`src/rtl/ball_controller.sv`:
```
// Pong ball engine: ball position/direction, serve and score sequencing.
// Every state change other than serve and reset happens on the frame_tick cycle.
module ball_controller #(
  parameter int SCREEN_W       = 640,
  parameter int SCREEN_H       = 480,
  parameter int BALL_SIZE      = 8,
  parameter int PADDLE_W       = 8,
  parameter int PADDLE_H       = 64,
  parameter int LEFT_PADDLE_X  = 16,
  parameter int RIGHT_PADDLE_X = 616,
  parameter int SPEED_X        = 2,
  parameter int SPEED_Y        = 1,
  parameter int SCORE_HOLD     = 60
) (
  input  logic       clk,
  input  logic       reset,
  input  logic       frame_tick,
  input  logic       serve,
  input  logic       pause,
  input  logic [8:0] left_pad_y,
  input  logic [8:0] right_pad_y,
  output logic [9:0] ball_x,
  output logic [8:0] ball_y,
  output logic       score_left,
  output logic       score_right,
  output logic [1:0] state
);

  localparam int HOLD_W = $clog2(SCORE_HOLD + 1);

  // All geometry compares use 11-bit unsigned values so sums never wrap.
  localparam logic [10:0] SW     = 11'(SCREEN_W);
  localparam logic [10:0] SH     = 11'(SCREEN_H);
  localparam logic [10:0] BS     = 11'(BALL_SIZE);
  localparam logic [10:0] PH     = 11'(PADDLE_H);
  localparam logic [10:0] SX     = 11'(SPEED_X);
  localparam logic [10:0] SY     = 11'(SPEED_Y);
  localparam logic [10:0] FACE_R = 11'(RIGHT_PADDLE_X - BALL_SIZE);
  localparam logic [10:0] FACE_L = 11'(LEFT_PADDLE_X + PADDLE_W);
  localparam logic [10:0] CX     = 11'(SCREEN_W / 2 - BALL_SIZE / 2);
  localparam logic [10:0] CY     = 11'(SCREEN_H / 2 - BALL_SIZE / 2);
  localparam logic [HOLD_W-1:0] HOLD_LAST = HOLD_W'(SCORE_HOLD - 1);

  typedef enum logic [1:0] {
    IDLE   = 2'b00,
    MOVING = 2'b01,
    SCORED = 2'b10
  } ballState_e;

  ballState_e        curState, nextState;
  logic [9:0]        ballX, nextX;
  logic [8:0]        ballY, nextY;
  logic              dirX, nextDirX;   // 1 = moving right
  logic              dirY, nextDirY;   // 1 = moving down
  logic [HOLD_W-1:0] holdCnt, nextHold;
  logic              scoreL, nextScoreL;
  logic              scoreR, nextScoreR;

  logic [10:0] x11, y11, lPad11, rPad11;
  logic        overlapL, overlapR;

  assign x11    = {1'b0, ballX};
  assign y11    = {2'b00, ballY};
  assign lPad11 = {2'b00, left_pad_y};
  assign rPad11 = {2'b00, right_pad_y};

  assign overlapL = (y11 + BS >= lPad11) && (y11 <= lPad11 + PH);
  assign overlapR = (y11 + BS >= rPad11) && (y11 <= rPad11 + PH);

  always_ff @(posedge clk) begin
    if (reset) begin
      curState <= IDLE;
      ballX    <= 10'(CX);
      ballY    <= 9'(CY);
      dirX     <= 1'b1;
      dirY     <= 1'b1;
      holdCnt  <= '0;
      scoreL   <= 1'b0;
      scoreR   <= 1'b0;
    end else begin
      curState <= nextState;
      ballX    <= nextX;
      ballY    <= nextY;
      dirX     <= nextDirX;
      dirY     <= nextDirY;
      holdCnt  <= nextHold;
      scoreL   <= nextScoreL;
      scoreR   <= nextScoreR;
    end
  end

  always_comb begin
    nextState  = curState;
    nextX      = ballX;
    nextY      = ballY;
    nextDirX   = dirX;
    nextDirY   = dirY;
    nextHold   = holdCnt;
    nextScoreL = 1'b0;
    nextScoreR = 1'b0;

    case (curState)
      IDLE: begin
        nextX = 10'(CX);
        nextY = 9'(CY);
        if (serve) nextState = MOVING;
      end

      MOVING: begin
        if (frame_tick && !pause) begin
          if (dirY) begin
            if (y11 + BS + SY > SH) begin
              nextY    = 9'(SH - BS);
              nextDirY = 1'b0;
            end else begin
              nextY = 9'(y11 + SY);
            end
          end else begin
            if (y11 < SY) begin
              nextY    = '0;
              nextDirY = 1'b1;
            end else begin
              nextY = 9'(y11 - SY);
            end
          end

          // On a score the ball reverses so the next serve heads back at the scorer.
          if (dirX) begin
            if (x11 <= FACE_R && x11 + SX >= FACE_R && overlapR) begin
              nextX    = 10'(FACE_R);
              nextDirX = 1'b0;
            end else if (x11 + BS + SX > SW) begin
              nextScoreL = 1'b1;
              nextState  = SCORED;
              nextDirX   = 1'b0;
              nextHold   = '0;
            end else begin
              nextX = 10'(x11 + SX);
            end
          end else begin
            if (x11 >= FACE_L && x11 <= FACE_L + SX && overlapL) begin
              nextX    = 10'(FACE_L);
              nextDirX = 1'b1;
            end else if (x11 < SX) begin
              nextScoreR = 1'b1;
              nextState  = SCORED;
              nextDirX   = 1'b1;
              nextHold   = '0;
            end else begin
              nextX = 10'(x11 - SX);
            end
          end
        end
      end

      SCORED: begin
        if (frame_tick) begin
          if (holdCnt == HOLD_LAST) begin
            nextState = IDLE;
            nextX     = 10'(CX);
            nextY     = 9'(CY);
            nextHold  = '0;
          end else begin
            nextHold = holdCnt + 1'b1;
          end
        end
      end

      default: nextState = IDLE;
    endcase
  end

  assign ball_x      = ballX;
  assign ball_y      = ballY;
  assign score_left  = scoreL;
  assign score_right = scoreR;
  assign state       = curState;

endmodule

```
`config.mk`:
```
export PLATFORM = sky130hd
export DESIGN_NAME = ball_controller
export DESIGN_NICKNAME = d
export VERILOG_FILES = /design/src/rtl/ball_controller.sv
export SDC_FILE = /design/constraint.sdc
export NUM_CORES = 1
export LEC_CHECK = 0
export CORE_UTILIZATION = 25
export DETAILED_ROUTE_END_ITERATION = 7
export GPL_TIMING_DRIVEN = 1
export PLACE_DENSITY = 0.46
export SETUP_SLACK_MARGIN = 0.5
export SYNTH_ARGS = -nofsm -noshare
export SYNTH_HDL_FRONTEND = slang
export SYNTH_SLANG_ARGS = --single-unit
```
`constraint.sdc`:
```
create_clock -name clk -period 4.2 [get_ports clk]
set_input_delay 0.63 -clock clk [delete_from_list [all_inputs] [get_ports clk]]
set_output_delay 0.63 -clock clk [all_outputs]
set_load 0.03 [all_outputs]
```
==> summary.md <==
| Metric | Value |
|---|---|
| All-Layer GR Usage | `15.4%` |
| Async S/R FF share, synth | `0%` |
| Syn Nets | `532` |
| Synth cell count leaders | `nor2_1 (47), ha_1 (42), a21oi_1 (40)` |
| Core ar. | `13300 um^2` |
| Worst reg2reg path startpoint | `ball_y[5]$_SDFFE_PP1P_` |
| Power Total | `808 uW` |
| CP Launch Type | `input port` |
| Dominant cell type by area after synthesis | `dfxtp_1` |
| Min-Delay Endpoint | `holdCnt[1]$_SDFFE_PP0P_` |
| Crit. End Element | `register` |
| Die W | `119 um` |
| Final period util | `81.9%` |
| First-pass GRT wire length | `17700 um` |
| Row count | `42` |
| Initial antenna violation count | `0` |
| Wirelength, routed | `10500 um` |
| Max cap viols | `0` |
| Total CTS buffers | `5` |
| Avg Synthesized Cell Area | `7.31 um^2` |
| Antenna Nets Post-Route | `0` |
| Total power divided by cell area | `195 nW/um^2` |
| Final hold violation count | `0` |
| Detailed Route Iter0 Violations | `243` |
| Max Root-Sink Buffers | `2` |
| Sequential share of the synthesized area | `17.6%` |
| PortBufs | `44` |
| Register bit total from synthesis | `30` |
| Max frequency | `291 MHz` |
| Worst EP arrival | `3610 ps` |
| Max Fanout on Critical Path | `4` |
| Synthesized instance count | `467` |
| Setup CP Type | `in2reg` |
| Pins over their slew limit | `0` |
| Clk pin slew, worst setup/hold paths | `50 ps` |
| DRC | `0` |
| R2r setup slk | `900 ps` |
| DP HPWL | `8030 um` |
| GRT overflow | `0` |
| Post-layout min period | `3440 ps` |
| Pre-CTS WS | `467 ps` |
| Ant diodes | `0` |
| YS warnings | `0` |
| DR vias | `3561` |
| Via-per-instance ratio | `5.26` |
| # setup viols final | `0` |
| Post-synth EDFFs | `0` |
| I/O pins | `46` |
| Top-count cell post-synth | `nor2_1` |
| Unrepaired setup endpoints after global routing | `no` |
| Final hold slack | `482 ps` |
| Hold Path Depth | `2` |
| Setup TNS Final | `0 ps` |
| Post-CTS Setup Bufs | `0` |
| Wire length per cell | `15.5 um` |
| Synth top area cells | `dfxtp_1 (18%), ha_1 (15%), a21oi_1 (5.9%), nor2_1 (5.2%), o21ai_0 (4.0%)` |
| Layout cells sized above 1 | `5.59%` |
| Die Ht | `119 um` |
| CTS tree | `done` |
| Synth unique cells | `71` |
| Min-delay src | `holdCnt[1]$_SDFFE_PP0P_` |
| Req. time, crit path | `4370 ps` |
| Status | `completed` |
| Largest net degree at the start of global routing | `23` |
| Pleak | `0.00164 uW` |
| Slew @ Worst Pin | `719 ps` |
| Vias in the first global route | `3466` |
| Hold Path Class | `reg2reg` |
| Slew headroom | `52.0%` |
| VDD IR max | `0.143 mV` |
| DIE AREA | `14100 um^2` |
| Sink Count | `30` |
| Syn Std Cell Area | `3420 um^2` |
| Synth Flop Type | `dfxtp_1` |
| DR pass1 iterations | `4` |
| Clock Skew | `3.68 ps` |
| Synth top area share | `17.6%` |
| CTS H-Tree Depth | `2` |
| Nets | `565` |
| Root buffer cell | `clkbuf_16` |
| Initial core utilization | `25.7%` |
| Setup ws final | `760 ps` |
| Area Overhead vs Synth | `21.5%` |
| Placer Congestion | `0.851` |
| Skew-Pair Late Insertion Delay | `280 ps` |
| Reg2Reg Depth | `10` |
| Critical R2R Capture | `ball_x[4]$_SDFFE_PP1P_` |
## cell families after synthesis
kind of cell / Yosys count / share of synthesized area [%]
adders and majority gates: 42 / 15.4
xor gates and xnor gates: 13 / 3.33
and+or+nand+nor: 187 / 29.6
buffers and inverters: 55 / 6.96
DFF: 30 / 17.6
AOI/OAI and AO/OA: 134 / 25.6
muxes: 5 / 1.50
other: 1 / 0.110
## critical path, stage by stage
cell and delay [ps]:
clkdlybuf4s50_1 480, ha_1 240, xnor2_1 120, ha_1 300, a21oi_1 170, nand2_1 80, mux2_2 260, o311a_1 150
or4_4 540, and2_4 190, a21o_1 170, a211o_1 270
## registers in the layout, indices dropped and copies added, names as in the netlist
| signal | cells |
|---|---|
| ball_x | 9 |
| ball_y | 9 |
| holdCnt | 6 |
| state | 2 |
| dirX | 1 |
| dirY | 1 |
| score_left | 1 |
| score_right | 1 |
## placed cells by master (no fill, tap or decap), types with 8 or more instances in the layout
master	instances
ha_1	42
nor3_1	10
nor2_1	47
and3_1	9
a31oi_1	8
a21oi_1	40
xnor2_1	8
nand3_1	23
nand4_1	9
nand2_1	31
dfxtp_1	29
inv_1	30
o21ai_0	27
nand2b_1	17
clkdlybuf4s50_1	44
## layout make-up
type	instances	area [um^2]
fill	1438	9150
sequential	30	602
inverter	31	116
clock buffer	7	143
timing repair buffer	50	485
clock inverter	1	5.00
multi-input combinational	382	2580
tap	176	220
## routing by layer
metal | up-vias | GRT usage (%) | wire length [um]
met1 | 1674 | 21.4 | 5210
met5 | - | 0 | 0
met3 | 11 | 2.20 | 536
met2 | 91 | 24.7 | 4650
li1 | 1785 | - | -
met4 | 0 | 3.80 | 123
## power by group
| part | internal [uW] | switching (uW) | leakage [uW] |
|---|---|---|---|
| Clock | 235 | 128 | 0.0000739 |
| Sequential | 288 | 8.42 | 0.000242 |
| Combinational | 66.5 | 82.6 | 0.00132 |
| Total | 589 | 219 | 0.00164 |
## worst max-delay path by stage
stage / startpoint / end / slack [ps]
after floorplan: ball_y[3]$_SDFFE_PP1P_ / ball_x[8]$_SDFFE_PP1P_ / 1040
after global placement: right_pad_y[6] / ball_x[8]$_SDFFE_PP1P_ / 520
after global routing: right_pad_y[6] / ball_x[8]$_SDFFE_PP1P_ / 590
after detailed placement: right_pad_y[6] / ball_x[8]$_SDFFE_PP1P_ / 470
final: right_pad_y[6] / ball_x[8]$_SDFFE_PP1P_ / 760
after CTS: ball_y[3]$_SDFFE_PP1P_ / ball_x[8]$_SDFFE_PP1P_ / 680
## timing repair
item	4_1_cts	5_1_grt
hold buffers	0	0
resized for setup	0	1
setup endpoints to repair	0	2
## through the flow
stage               cells  utilization [%]  cell area, um^2
floorplan             467                -             3420
global placement      669             30.1             4000
detailed placement    669             30.1             4000
CTS                   677             31.2             4150
global route          677             31.2             4150
finish                677             31.2             4150
Note: power is estimated with default switching activity, not from simulation.
